### src/rtl/leds_racer_pkg.sv
`default_nettype none
// ============================================================================
//  Module      : leds_racer_pkg
//  Description : Shared types and constants for the LED racer frame path:
//                sequencer state encoding, pixel width and GRB packing order.
//  Revision    : 1.0 - initial release
// ============================================================================
package leds_racer_pkg;

  localparam int PIXEL_W = 24;
  localparam int CHAN_W  = 8;

  // Sequencer states; explicit 3-bit encoding
  typedef enum logic [2:0] {
    S_IDLE       = 3'd0,
    S_ADDR       = 3'd1,
    S_SETTLE     = 3'd2,
    S_PRESENT    = 3'd3,
    S_LATCH_REQ  = 3'd4,
    S_LATCH_WAIT = 3'd5
  } seq_state_t;

  // Strip wire order: green first (MSB), then red, then blue
  function automatic logic [PIXEL_W-1:0] pack_grb(
    input logic [CHAN_W-1:0] g,
    input logic [CHAN_W-1:0] r,
    input logic [CHAN_W-1:0] b
  );
    return {g, r, b};
  endfunction

endpackage
`default_nettype wire

### src/rtl/led_frame_sequencer_refresh_timer.sv
`default_nettype none
// ============================================================================
//  Module      : refresh_timer
//  Description : Free-running down-counter that forces periodic frame
//                refreshes. Reloads on 'load' or after reaching zero;
//                'expired' is high for the single cycle the count is zero.
//  Revision    : 1.0 - initial release
// ============================================================================
module refresh_timer
  import leds_racer_pkg::*;
#(
  parameter int REFRESH_CLK_COUNT = 833333
) (
  input  logic clk,
  input  logic reset,
  input  logic load,
  output logic expired
);

  localparam int c_CNT_W = (REFRESH_CLK_COUNT > 1) ? $clog2(REFRESH_CLK_COUNT) : 1;
  localparam logic [c_CNT_W-1:0] c_RELOAD = c_CNT_W'(REFRESH_CLK_COUNT - 1);

  logic [c_CNT_W-1:0] r_count;

  assign expired = (r_count == '0);

  // Count down; restart the period on frame start or when the period elapses
  always_ff @(posedge clk or negedge reset) begin
    if (!reset) begin
      r_count <= c_RELOAD;
    end else if (load || expired) begin
      r_count <= c_RELOAD;
    end else begin
      r_count <= r_count - 1'b1;
    end
  end

endmodule
`default_nettype wire

### src/rtl/led_frame_sequencer.sv
`default_nettype none
// ============================================================================
//  Module      : led_frame_sequencer
//  Description : Walks current_led over the strip, captures the core's GRB
//                intensities after a settle latency, hands each pixel to the
//                serializer over valid/ready and requests the strip latch.
//                Frame requests arriving mid-frame coalesce into one extra
//                frame.
//  Revision    : 1.0 - initial release
// ============================================================================
module led_frame_sequencer
  import leds_racer_pkg::*;
#(
  parameter int MAX_POS           = 16,
  parameter int PIX_LATENCY       = 1,
  parameter int REFRESH_CLK_COUNT = 833333
) (
  input  logic                       clk,
  input  logic                       reset,
  input  logic                       update_frame,
  input  logic [CHAN_W-1:0]          led_green_intensity,
  input  logic [CHAN_W-1:0]          led_red_intensity,
  input  logic [CHAN_W-1:0]          led_blue_intensity,
  output logic [$clog2(MAX_POS)-1:0] current_led,
  output logic [PIXEL_W-1:0]         pixel_data,
  output logic                       pixel_valid,
  input  logic                       pixel_ready,
  output logic                       frame_latch,
  input  logic                       latch_done,
  output logic                       frame_busy
);

  localparam int                 c_IDX_W       = $clog2(MAX_POS);
  localparam logic [c_IDX_W-1:0] c_LAST_LED    = c_IDX_W'(MAX_POS - 1);
  localparam bit                 c_NO_SETTLE   = (PIX_LATENCY == 0);
  localparam logic [2:0]         c_SETTLE_INIT = 3'((PIX_LATENCY > 0) ? PIX_LATENCY - 1 : 0);

  seq_state_t           r_state;
  logic [c_IDX_W-1:0]   r_led;
  logic [PIXEL_W-1:0]   r_data;
  logic                 r_valid;
  logic                 r_latch;
  logic                 r_busy;
  logic                 r_pending;
  logic [2:0]           r_settle;

  logic                 w_expired;
  logic                 w_start;
  logic                 w_load;
  logic [PIXEL_W-1:0]   w_pixel;

  assign w_start = update_frame | r_pending | w_expired;
  assign w_load  = (r_state == S_IDLE) && w_start;
  assign w_pixel = pack_grb(led_green_intensity, led_red_intensity, led_blue_intensity);

  refresh_timer #(
    .REFRESH_CLK_COUNT(REFRESH_CLK_COUNT)
  ) u_refresh_timer (
    .clk    (clk),
    .reset  (reset),
    .load   (w_load),
    .expired(w_expired)
  );

  // Frame FSM with index counter, settle counter, capture register and flags
  always_ff @(posedge clk or negedge reset) begin
    if (!reset) begin
      r_state   <= S_IDLE;
      r_led     <= '0;
      r_data    <= '0;
      r_valid   <= 1'b0;
      r_latch   <= 1'b0;
      r_busy    <= 1'b0;
      r_pending <= 1'b0;
      r_settle  <= '0;
    end else begin
      r_latch <= 1'b0;
      // Any request seen while a frame is running folds into one extra frame
      if (r_busy && (update_frame || w_expired)) begin
        r_pending <= 1'b1;
      end
      case (r_state)
        S_IDLE: begin
          if (w_start) begin
            r_led     <= '0;
            r_pending <= 1'b0;
            r_busy    <= 1'b1;
            r_state   <= S_ADDR;
          end
        end
        S_ADDR: begin
          if (c_NO_SETTLE) begin
            r_data  <= w_pixel;
            r_valid <= 1'b1;
            r_state <= S_PRESENT;
          end else begin
            r_settle <= c_SETTLE_INIT;
            r_state  <= S_SETTLE;
          end
        end
        S_SETTLE: begin
          if (r_settle == '0) begin
            r_data  <= w_pixel;
            r_valid <= 1'b1;
            r_state <= S_PRESENT;
          end else begin
            r_settle <= r_settle - 1'b1;
          end
        end
        S_PRESENT: begin
          if (pixel_ready) begin
            r_valid <= 1'b0;
            if (r_led == c_LAST_LED) begin
              r_latch <= 1'b1;
              r_state <= S_LATCH_REQ;
            end else begin
              r_led   <= r_led + 1'b1;
              r_state <= S_ADDR;
            end
          end
        end
        S_LATCH_REQ: begin
          r_state <= S_LATCH_WAIT;
        end
        S_LATCH_WAIT: begin
          if (latch_done) begin
            r_busy  <= 1'b0;
            r_state <= S_IDLE;
          end
        end
        default: begin
          r_valid <= 1'b0;
          r_busy  <= 1'b0;
          r_state <= S_IDLE;
        end
      endcase
    end
  end

  assign current_led = r_led;
  assign pixel_data  = r_data;
  assign pixel_valid = r_valid;
  assign frame_latch = r_latch;
  assign frame_busy  = r_busy;

endmodule
`default_nettype wire

### config.mk
export PLATFORM = sky130hd
export DESIGN_NAME = led_frame_sequencer
export DESIGN_NICKNAME = d
export VERILOG_FILES = /design/src/rtl/leds_racer_pkg.sv /design/src/rtl/led_frame_sequencer_refresh_timer.sv /design/src/rtl/led_frame_sequencer.sv
export SDC_FILE = /design/constraint.sdc
export NUM_CORES = 1
export LEC_CHECK = 0
export BUFFER_PORTS_ARGS = -buffer_cell sky130_fd_sc_hd__buf_2
export CORE_ASPECT_RATIO = 1.4
export CORE_MARGIN = 1
export CORE_UTILIZATION = 35
export CTS_BUF_LIST = sky130_fd_sc_hd__clkbuf_16
export DETAILED_ROUTE_END_ITERATION = 10
export MAX_ROUTING_LAYER = met4
export SLEW_MARGIN = 20
export SYNTH_ARGS = -nofsm -noshare
export SYNTH_HDL_FRONTEND = slang
export SYNTH_HIERARCHICAL = 1
export SYNTH_SLANG_ARGS = --single-unit
### constraint.sdc
create_clock -name clk -period 2.2 [get_ports clk]
set_input_delay 0.22 -clock clk [delete_from_list [all_inputs] [get_ports clk]]
set_output_delay 0.22 -clock clk [all_outputs]
set_load 0.01 [all_outputs]
# [Yosys cells after proc, flatten, opt, wreduce, memory -nomap -nowiden]
# Index checks and enable logic that the tools add are counted.
[word_totals] ramBits=0 word_cells=70 latchBits=0 mem_bits_ro=0 memories=0 ff_bits=58 input_bits=29 out_inout_bits=31
[classes] n_div=0 shift=0 mul=0 eq_ne=12 bitwise=4 n_lt_le_gt_ge=0 n_mux=25 n_reduce_logical=17 n_addsub=3
[op_table] cell="logical NOT 20 bit" n=1
[op_table] cell="two-way mux 20 bit" n=1
[op_table] cell="subtractor 20 x 1 -> 20 bit (second input constant)" n=1
[op_table] cell="two-way mux 3 bit" n=6
[op_table] cell="one-hot mux 3 bit (6 select lines)" n=1
[op_table] cell="two-way mux 4 bit" n=3
[op_table] cell="!= test 2 bit (second input constant)" n=6
[op_table] cell="two-way mux 1 bit" n=10
[op_table] cell="one-hot mux 4 bit (2 select lines)" n=1
[op_table] cell="AND reduction 4 bit" n=2
[op_table] cell="OR reduction 4 bit" n=2
[op_table] cell="equality test 3 x 2 -> 1 bit (second input constant)" n=2
[op_table] cell="equality test 3 bit (second input constant)" n=2
[op_table] cell="logical NOT 3 bit" n=2
[op_table] cell="one-hot mux 1 bit (3 select lines)" n=2
[op_table] cell="one-hot mux 3 bit (2 select lines)" n=1
[op_table] cell="AND reduction 3 bit" n=2
[op_table] cell="adder 4 x 1 -> 4 bit (second input constant)" n=1
[op_table] cell="equality test 4 bit (second input constant)" n=1
[op_table] cell="AND reduction 2 bit" n=2
[op_table] cell="nonzero test 2 bit" n=2
[op_table] cell="equality test 3 x 1 -> 1 bit (second input constant)" n=1
[op_table] cell="subtractor 3 x 1 -> 3 bit (second input constant)" n=1
[op_table] cell="logical AND 1 bit" n=2
[op_table] cell="3 further kinds" n=6

# [Logic depth before layout (Yosys ltp)]
# Gate-level depths: netlist of run 1.
[logic_depth] word_depth=6 ltp_mapped=10 depth_no_buf=9

# [Cells and area by module]
# Netlist of run 1, hierarchy kept.
[modules_own_cells] mod="led_frame_sequencer" area_per_inst_um2=1742.9 n_inst=1 cells_each=130 seq_area_each_um2=950.9
[modules_own_cells] mod="refresh_timer" area_per_inst_um2=1087.3 n_inst=1 cells_each=104 seq_area_each_um2=514.2

# [Worst setup path before layout of run 1]
# No wires, ideal clock.
[synth_timing] path_type="flip-flop to flip-flop" startpoint="reg u_refresh_timer.r_count[3]" endpoint="reg u_refresh_timer.r_count[4]" stages_incl_launch_ff=10 arrival_time_ns=1.958 period_less_slack_ns=2.023 t_required_ns=2.135 slack_ns=0.177 cell_sequence="dfrtp_1 > nor4_4 > nand4_2 > nor2_1 > nor3_1 > nor2_1 > inv_1 > o41a_1 > buf_6 > nand3_1"
[synth_between] elab_chain_cells=5 elab_cells_between_ends=6 cone_classes="1 x add/sub; 1 x mux; 1 x bitwise; 3 x reduce/logical"
[synth_lines] element="start: declaration" line_no="led_frame_sequencer_refresh_timer.sv:23" source="logic [c_CNT_W-1:0] r_count;"
[synth_lines] element="start signal: assignment" line_no="led_frame_sequencer_refresh_timer.sv:30" source="r_count <= c_RELOAD;"
[synth_lines] element="start signal: assignment" line_no="led_frame_sequencer_refresh_timer.sv:32" source="r_count <= c_RELOAD;"
[synth_lines] element="start signal: assignment" line_no="led_frame_sequencer_refresh_timer.sv:34" source="r_count <= r_count - 1'b1;"
[synth_lines] element="logical NOT 20 bit" line_no="led_frame_sequencer_refresh_timer.sv:25" source="assign expired = (r_count == '0);"
[synth_lines] element="named net w_expired" line_no="led_frame_sequencer.sv:47" source="logic w_expired;"
[synth_lines] element="bitwise OR 1 bit" line_no="led_frame_sequencer.sv:52" source="assign w_start = update_frame | r_pending | w_expired;"
[synth_lines] element="logical AND 1 bit" line_no="led_frame_sequencer.sv:53" source="assign w_load = (r_state == S_IDLE) && w_start;"
[synth_lines] element="named net w_load" line_no="led_frame_sequencer.sv:49" source="logic w_load;"
[synth_lines] element="logical OR 1 bit" line_no="led_frame_sequencer_refresh_timer.sv:31" source="end else if (load || expired) begin"
[synth_lines] element="two-way mux 20 bit" line_no="led_frame_sequencer_refresh_timer.sv:31"
# The timed path passes the listed nets, and every way through them passes these cells.
# A chain may end at the register's enable or synchronous reset.

# [Final worst setup path of run 1]
[layout_timing] startpoint="reg u_refresh_timer.r_count[0]" endpoint="reg u_refresh_timer.r_count[18]"
# Same word-level chain as after synthesis.

==> results.sh, run 1 <==
export IMPL_status="complete, no violations"
export IMPL_place_congestion=0.734
export IMPL_reg2reg_depth=10
export IMPL_instances_no_fill=414
export IMPL_cp_end_kind="flop"
export IMPL_grt_first_pass_wirelength_mm=10.0
export IMPL_synth_nets=268
export IMPL_rows=38
export IMPL_vias_per_cell=5.02
export IMPL_num_vias=2079
export IMPL_critPathMaxFanout=11
export IMPL_netlist_instances=234
export IMPL_final_setup_viol_count=0
export IMPL_relSlewSlack_pct=62.6
export IMPL_p_comb_share_pct=34.4
export IMPL_ant_nets=0
export IMPL_ir_worst_vdd_v=0.000696
export IMPL_ys_types=47
export IMPL_slew_viol_final=0
export IMPL_grtUsageMet2_pct=26.7
export IMPL_hold_end="pixel_data[9]$_DFFE_PN0P_"
export IMPL_yosys_warnings=6
export IMPL_path_cells="inv_1, ha_1, nand3b_1, nor2_1, nor3_1, nor2_1, inv_1, o41a_1, buf_4, nand3_1"
export IMPL_cp_arrival_ns=2.20
export IMPL_die_area_um2=8460
export IMPL_hp_start="led_red_intensity[1]"
export IMPL_required_ns=2.45
export IMPL_first_pass_iters=4
export IMPL_crit_buf_inv=3
export IMPL_worst_setup_path_type="flop to flop"
export IMPL_leakage_nw=1.63
export IMPL_ys_ff_latch=58
export IMPL_critPathSlowestCell="dfrtp_1"
export IMPL_fin_crit_sh_pct=89.0
export IMPL_seq_power_share_pct=37.4
export IMPL_nets=343
export IMPL_hold_depth=2
export IMPL_synthSimpleGateAreaFrac_pct=17.9
export IMPL_die_y_um=108
export IMPL_syn_to_final_growth_pct=27.0
export IMPL_cts_tree="yes"
export IMPL_grt_busiest_layer="met2"
export IMPL_min_path_type="primary input to flop"
export IMPL_final_common_cell="buf_2"
export IMPL_drt_total_wl_mm=5.85
export IMPL_use_met3_pct=2.87
export IMPL_grt_start_max_net_pins=36
export IMPL_rr_endpoint="u_refresh_timer/r_count[18]$_DFF_PN1_"
export IMPL_r2r_setup_slack_ns=0.24
export IMPL_synth_area_um2=2830
export IMPL_htreeDepth=3
export IMPL_r2r_start="u_refresh_timer/r_count[0]$_DFF_PN0_"
export IMPL_cts_made_buffers=9
export IMPL_period_needed_ns=1.96
export IMPL_synth_async_reset_ratio_pct=100
export IMPL_synthXorXnorAreaFrac_pct=4.33
export IMPL_cp_top_family="simple AND/OR/NAND/NOR gates"
export IMPL_worst_pin_slew_ns=0.561
export IMPL_sw_frac_of_total_pct=33.1
export IMPL_antenna_found_initial=0
export IMPL_synth_ff_type="dfrtp_1"
export IMPL_dpl_hpwl_mm=4.14
export IMPL_grtUsageTotal_pct=15.9
export IMPL_globalRouteOverflowTotal=0
export IMPL_power_net_switching_mw=1.60
export IMPL_fmax_ghz=0.511
export IMPL_muxShareOfSynthArea_pct=12.2
export IMPL_cts_sinks=58
export IMPL_fp_dieW_um=78
export IMPL_synth_edf_count=0
export IMPL_start_kind="flop"
export IMPL_internal_power_mw=3.24
export IMPL_synth_yosys_seq_area_share_pct=51.8
export IMPL_cpPeakStageDelay_ns=0.43
export IMPL_clock_skew_ns=0.00606
export IMPL_synth_area_per_cell_um2=12.1
export IMPL_clkLatencyLatePin_ns=0.32
export IMPL_initial_core_util_pct=36.3
export IMPL_powerDensity_nw_per_um2=1350
export IMPL_synth_adder_area_share_pct=2.21
export IMPL_max_cap_violations=0
export IMPL_root_buffer="clkbuf_16"
export IMPL_coreArea_um2=7800
export IMPL_cts_setup_buffers=0
export IMPL_use_met1_pct=17.8
export IMPL_hold_violations=0
export IMPL_ios=60
export IMPL_antenna_cells=0
export IMPL_drc=0
export IMPL_rsz0062_at_grt="no"
export IMPL_pwr_share_clk_pct=28.2
export IMPL_drive_gt1_share_pct=41.4
export IMPL_post_place_cells=397
export IMPL_clk_pin_slew_worst_paths_ns=0.06
export IMPL_grt_pass1_vias=2096
export IMPL_avgRoutedWirePerCell_um=14.1
export IMPL_cts_buffer_depth=2
export IMPL_tns_ns=0
export IMPL_synth_compound_area_share_pct=8.36
export IMPL_final_cell_mix="59 x buf_2, 47 x dfrtp_1, 20 x nor2_1, 20 x mux2_4, 17 x nand2_1"
export IMPL_port_buffers=59
export IMPL_first_iter_violations=102
export IMPL_synth_top_family_by_area="simple AND/OR/NAND/NOR gates"
-- worst max path at each step --
stage,start,endpoint,slack (ns),cells past startpoint
2_1_floorplan,u_refresh_timer/r_count[3]$_DFF_PN0_,u_refresh_timer/r_count[4]$_DFF_PN1_,0.18,9
3_3_place_gp,u_refresh_timer/r_count[0]$_DFF_PN0_,u_refresh_timer/r_count[18]$_DFF_PN1_,0.30,10
3_5_place_dp,u_refresh_timer/r_count[0]$_DFF_PN0_,u_refresh_timer/r_count[18]$_DFF_PN1_,0.23,10
4_1_cts,u_refresh_timer/r_count[0]$_DFF_PN0_,u_refresh_timer/r_count[19]$_DFF_PN1_,0.22,10
5_1_grt,u_refresh_timer/r_count[0]$_DFF_PN0_,u_refresh_timer/r_count[19]$_DFF_PN1_,0.03,10
6_report,u_refresh_timer/r_count[0]$_DFF_PN0_,u_refresh_timer/r_count[18]$_DFF_PN1_,0.24,10
-- power by group through the flow --
stage	Sequential, mW	Clock (mW)	Combinational (mW)
floorplan	1.89	0	1.08
global placement	1.81	0	1.66
detailed placement	1.82	0	1.69
CTS	1.81	1.39	1.70
global route	1.87	1.45	1.83
finish	1.81	1.36	1.67
-- repair_timing --
action,4_1_cts,5_1_grt
gates resized for setup,0,0
hold buffers,1,0
endpoints found under the hold margin,23,0
-- sequential cells by signal (all words and copies together) (netlist names) --
| name | flops |
|---|---|
| r_settle | 3 |
| frame_busy | 1 |
| frame_latch | 1 |
| pixel_valid | 1 |
| r_pending | 1 |
| current_led | 4 |
| r_state | 3 |
| u_refresh_timer/r_count | 20 |
| pixel_data | 24 |
-- cells by family (layout without fill, tap and decap cells) --
logic type               Yosys count  count (layout)
adder cells (fa/ha/maj)            5               5
XOR/XNOR                          14              14
multiplexers                      24              24
AO/OA/AOI/OAI                     32              32
flip-flops                        58              58
AND/OR/NAND/NOR                   86              86
buffers and inverters             15              95
-- synthesized netlist by cell type (5+ instances only) --
master | number | area share [%]
a21oi_1 | 6 | 1.1
dfrtp_1 | 47 | 42
dfstp_2 | 11 | 10
ha_1 | 5 | 2.2
inv_1 | 7 | 0.93
mux2_4 | 20 | 11
nand2_1 | 17 | 2.3
nand3_1 | 9 | 1.6
nand4_1 | 5 | 1.1
nor2_1 | 20 | 2.7
nor3_1 | 8 | 1.4
o21ai_0 | 8 | 1.4
or3_1 | 5 | 1.1
xor2_1 | 10 | 3.1
-- through the flow --
stage	utilization, %	area [µm²]	hold slack, ns	setup slack, ns	total power [mW]
floorplan	-	2830	-0.0756	0.177	2.97
global placement	42.2	3290	0.237	0.299	3.46
detailed placement	42.2	3290	0.247	0.234	3.51
CTS	46.1	3590	0.115	0.222	4.90
global route	46.1	3590	0.122	0.0321	5.15
finish	46.1	3590	0.123	0.243	4.84
-- per-layer routing --
layer	share of wire, %	routed length, µm	up-vias
met2	52	3060	33
met3	2.3	132	13
met5	0	0	-
met4	2.9	169	0
met1	43	2490	1034
li1	-	-	999
-- final cells by class --
type	count	area, µm²
clock inverter	7	70.1
fill	741	4200
multi-input combinational	161	1270
sequential	58	1470
clock buffer	9	225
tap	100	125
timing repair buffer	72	408
inverter	7	26.3
Power figures use the tool's default switching activity.
==> run 2: changes to the inputs <==
--- a/config.mk
+++ b/config.mk
@@ -5,6 +5,7 @@
 export SDC_FILE = /design/constraint.sdc
 export NUM_CORES = 1
 export LEC_CHECK = 0
+export ABC_AREA = 1
 export BUFFER_PORTS_ARGS = -buffer_cell sky130_fd_sc_hd__buf_2
 export CORE_ASPECT_RATIO = 1.4
 export CORE_MARGIN = 1
==> run 2 against run 1 <==
Largest cell class unchanged. Via count is 20% higher. Sequential cell count stayed put. Highest routed layer unchanged. Maximum frequency is 5.5% higher. Utilization is 2.1 points lower. Design area is 0.31% lower. Synthesized cell count is 56% higher.
==> results.sh, run 2 <==
export IMPL_required_ns=2.45
export IMPL_netlist_instances=366
export IMPL_first_pass_iters=4
export IMPL_antenna_cells=0
export IMPL_powerDensity_nw_per_um2=1250
export IMPL_final_common_cell="nand2_1"
export IMPL_synth_yosys_seq_area_share_pct=50.0
export IMPL_yosysMostFrequentCell="nand2_1"
export IMPL_clock_skew_ns=0.00531
export IMPL_die_area_um2=8750
export IMPL_globalRouteOverflowTotal=0
export IMPL_worst_slack_ns=0.345
export IMPL_grt_start_max_net_pins=27
export IMPL_die_y_um=110
export IMPL_cts_setup_buffers=0
export IMPL_antenna_found_initial=0
export IMPL_ys_types=26
export IMPL_cp_end_kind="flop"
export IMPL_yosysTopAreaCell="dfrtp_1"
export IMPL_drt_total_wl_mm=6.26
export IMPL_synth_async_reset_ratio_pct=100
export IMPL_cts_sinks=58
export IMPL_relSlewSlack_pct=59.4
export IMPL_r2r_start="u_refresh_timer/r_count[0]$_DFF_PN0_"
export IMPL_synth_area_um2=2930
export IMPL_status="complete, no violations"
export IMPL_clk_pin_slew_worst_paths_ns=0.05
export IMPL_grt_pass1_vias=2383
export IMPL_ys_top_cells_by_area="dfrtp_1 40%, nand2_1 18%, dfstp_2 9.9%"
export IMPL_cts_made_buffers=9
export IMPL_cts_buffer_depth=2
export IMPL_place_congestion=0.888
export IMPL_rsz0062_at_grt="no"
export IMPL_reg2reg_depth=14
export IMPL_worst_setup_path_type="flop to flop"
export IMPL_coreArea_um2=8150
export IMPL_hold_violations=0
export IMPL_min_path_type="primary input to flop"
export IMPL_clkLatencyLatePin_ns=0.33
export IMPL_num_vias=2499
export IMPL_vias_per_cell=4.63
export IMPL_post_synth_top_area_fraction_pct=40.1
export IMPL_cp_arrival_ns=2.11
export IMPL_instances_no_fill=540
export IMPL_yosys_warnings=6
export IMPL_ir_worst_vdd_v=0.000684
export IMPL_dpl_hpwl_mm=4.68
export IMPL_final_cell_mix="138 x nand2_1, 59 x buf_2, 47 x nor2_1, 47 x dfrtp_1, 33 x inv_1"
export IMPL_port_buffers=59
export IMPL_finalCoreUtilization_pct=44.0
export IMPL_initial_core_util_pct=36.0
export IMPL_postPlaceCellArea_um2=3320
export IMPL_fp_dieW_um=79.3
export IMPL_max_cap_violations=0
export IMPL_fin_crit_sh_pct=84.3
export IMPL_root_buffer="clkbuf_16"
export IMPL_syn_to_final_growth_pct=22.3
export IMPL_slew_viol_final=0
export IMPL_htreeDepth=3
export IMPL_synth_edf_count=0
export IMPL_hold_buffers=1
export IMPL_first_iter_violations=128
export IMPL_post_place_cells=524
export IMPL_rows=39
export IMPL_nets=468
export IMPL_leakage_nw=1.95
export IMPL_r2r_setup_slack_ns=0.34
export IMPL_avgRoutedWirePerCell_um=11.6
export IMPL_critPathMaxFanout=11
export IMPL_synth_commonest_cells="138 x nand2_1, 47 x dfrtp_1, 47 x nor2_1, 32 x inv_1, 26 x nand3_1"
export IMPL_worst_pin_slew_ns=0.610
export IMPL_largest_register_ffs=24
export IMPL_grtUsageTotal_pct=16.7
export IMPL_synth_ff_type="dfrtp_1"
export IMPL_ys_ff_latch=58
export IMPL_cts_tree="yes"
export IMPL_synth_nets=400
export IMPL_grt_first_pass_wirelength_mm=10.8
export IMPL_power_mw=4.49
export IMPL_rr_endpoint="u_refresh_timer/r_count[8]$_DFF_PN1_"
export IMPL_hold_depth=3
export IMPL_cts_repair_resized=0
export IMPL_dp_slack_ns=0.333
export IMPL_ios=60
export IMPL_ant_nets=0
export IMPL_fmax_ghz=0.539
export IMPL_final_setup_viol_count=0
export IMPL_synth_area_per_cell_um2=8.01
export IMPL_drc=0
export IMPL_hp_start="led_green_intensity[6]"
export IMPL_tns_ns=0
export IMPL_final_area_um2=3580
export IMPL_period_needed_ns=1.86
export IMPL_hold_end="pixel_data[22]$_DFFE_PN0P_"
export IMPL_start_kind="flop"
export IMPL_drive_gt1_share_pct=26.3
export IMPL_fillCellCount=788
export IMPL_hold_slack_ns=0.0883
run 2: layer usage:
layer | share of wire, % | up-vias | GRT usage, %
li1 | - | 1266 | -
met1 | 40 | 1172 | 17.7
met2 | 54 | 47 | 28.6
met3 | 3.3 | 14 | 3.95
met4 | 2.8 | 0 | 9.48
met5 | 0 | - | -
run 2: cell type report:
class / instances / area, µm² / area share [%]
Clock buffer: 9 / 225 / 6.28
Clock inverter: 6 / 26.3 / 0.733
Inverter: 35 / 134 / 3.74
Multi-Input combinational cell: 267 / 1280 / 35.6
Sequential cell: 58 / 1470 / 40.9
Tap cell: 102 / 128 / 3.56
Timing Repair Buffer: 63 / 328 / 9.15
run 2: cell families after synthesis:
logic type / after synthesis / share of synthesized area [%]
fa+ha+maj: 5 / 2.13
compound gates: 9 / 1.67
flops: 58 / 50.0
simple gates: 246 / 37.7
buf+inv: 41 / 6.40
xor+xnor: 7 / 2.09
run 2: where the power goes:
part           internal (mW)  leakage, nW  switching [mW]
Combinational          0.578         1.11            1.04
Sequential              1.45        0.713           0.244
Clock                  0.733        0.131           0.443
run 2: worst max path at each step:
stage | from | cells after the start | endpoint
final | u_refresh_timer/r_count[0]$_DFF_PN0_ | 14 | u_refresh_timer/r_count[8]$_DFF_PN1_
after global routing | u_refresh_timer/r_count[0]$_DFF_PN0_ | 14 | u_refresh_timer/r_count[8]$_DFF_PN1_
after CTS | u_refresh_timer/r_count[0]$_DFF_PN0_ | 14 | u_refresh_timer/r_count[8]$_DFF_PN1_
after detailed placement | u_refresh_timer/r_count[0]$_DFF_PN0_ | 14 | u_refresh_timer/r_count[8]$_DFF_PN1_
after global placement | u_refresh_timer/r_count[0]$_DFF_PN0_ | 14 | u_refresh_timer/r_count[8]$_DFF_PN1_
after floorplan | u_refresh_timer/r_count[0]$_DFF_PN0_ | 14 | u_refresh_timer/r_count[7]$_DFF_PN0_
run 2: critical path, stage by stage (launching register included):
cell	delay (ns)
dfrtp_1	0.37
inv_1	0.12
ha_1	0.18
nand3_1	0.07
nor2_1	0.14
nand3_2	0.10
inv_1	0.06
inv_1	0.04
nand2_1	0.08
nand2_1	0.05
inv_1	0.07
inv_1	0.05
nand2_2	0.20
inv_2	0.15
o21ai_0	0.10
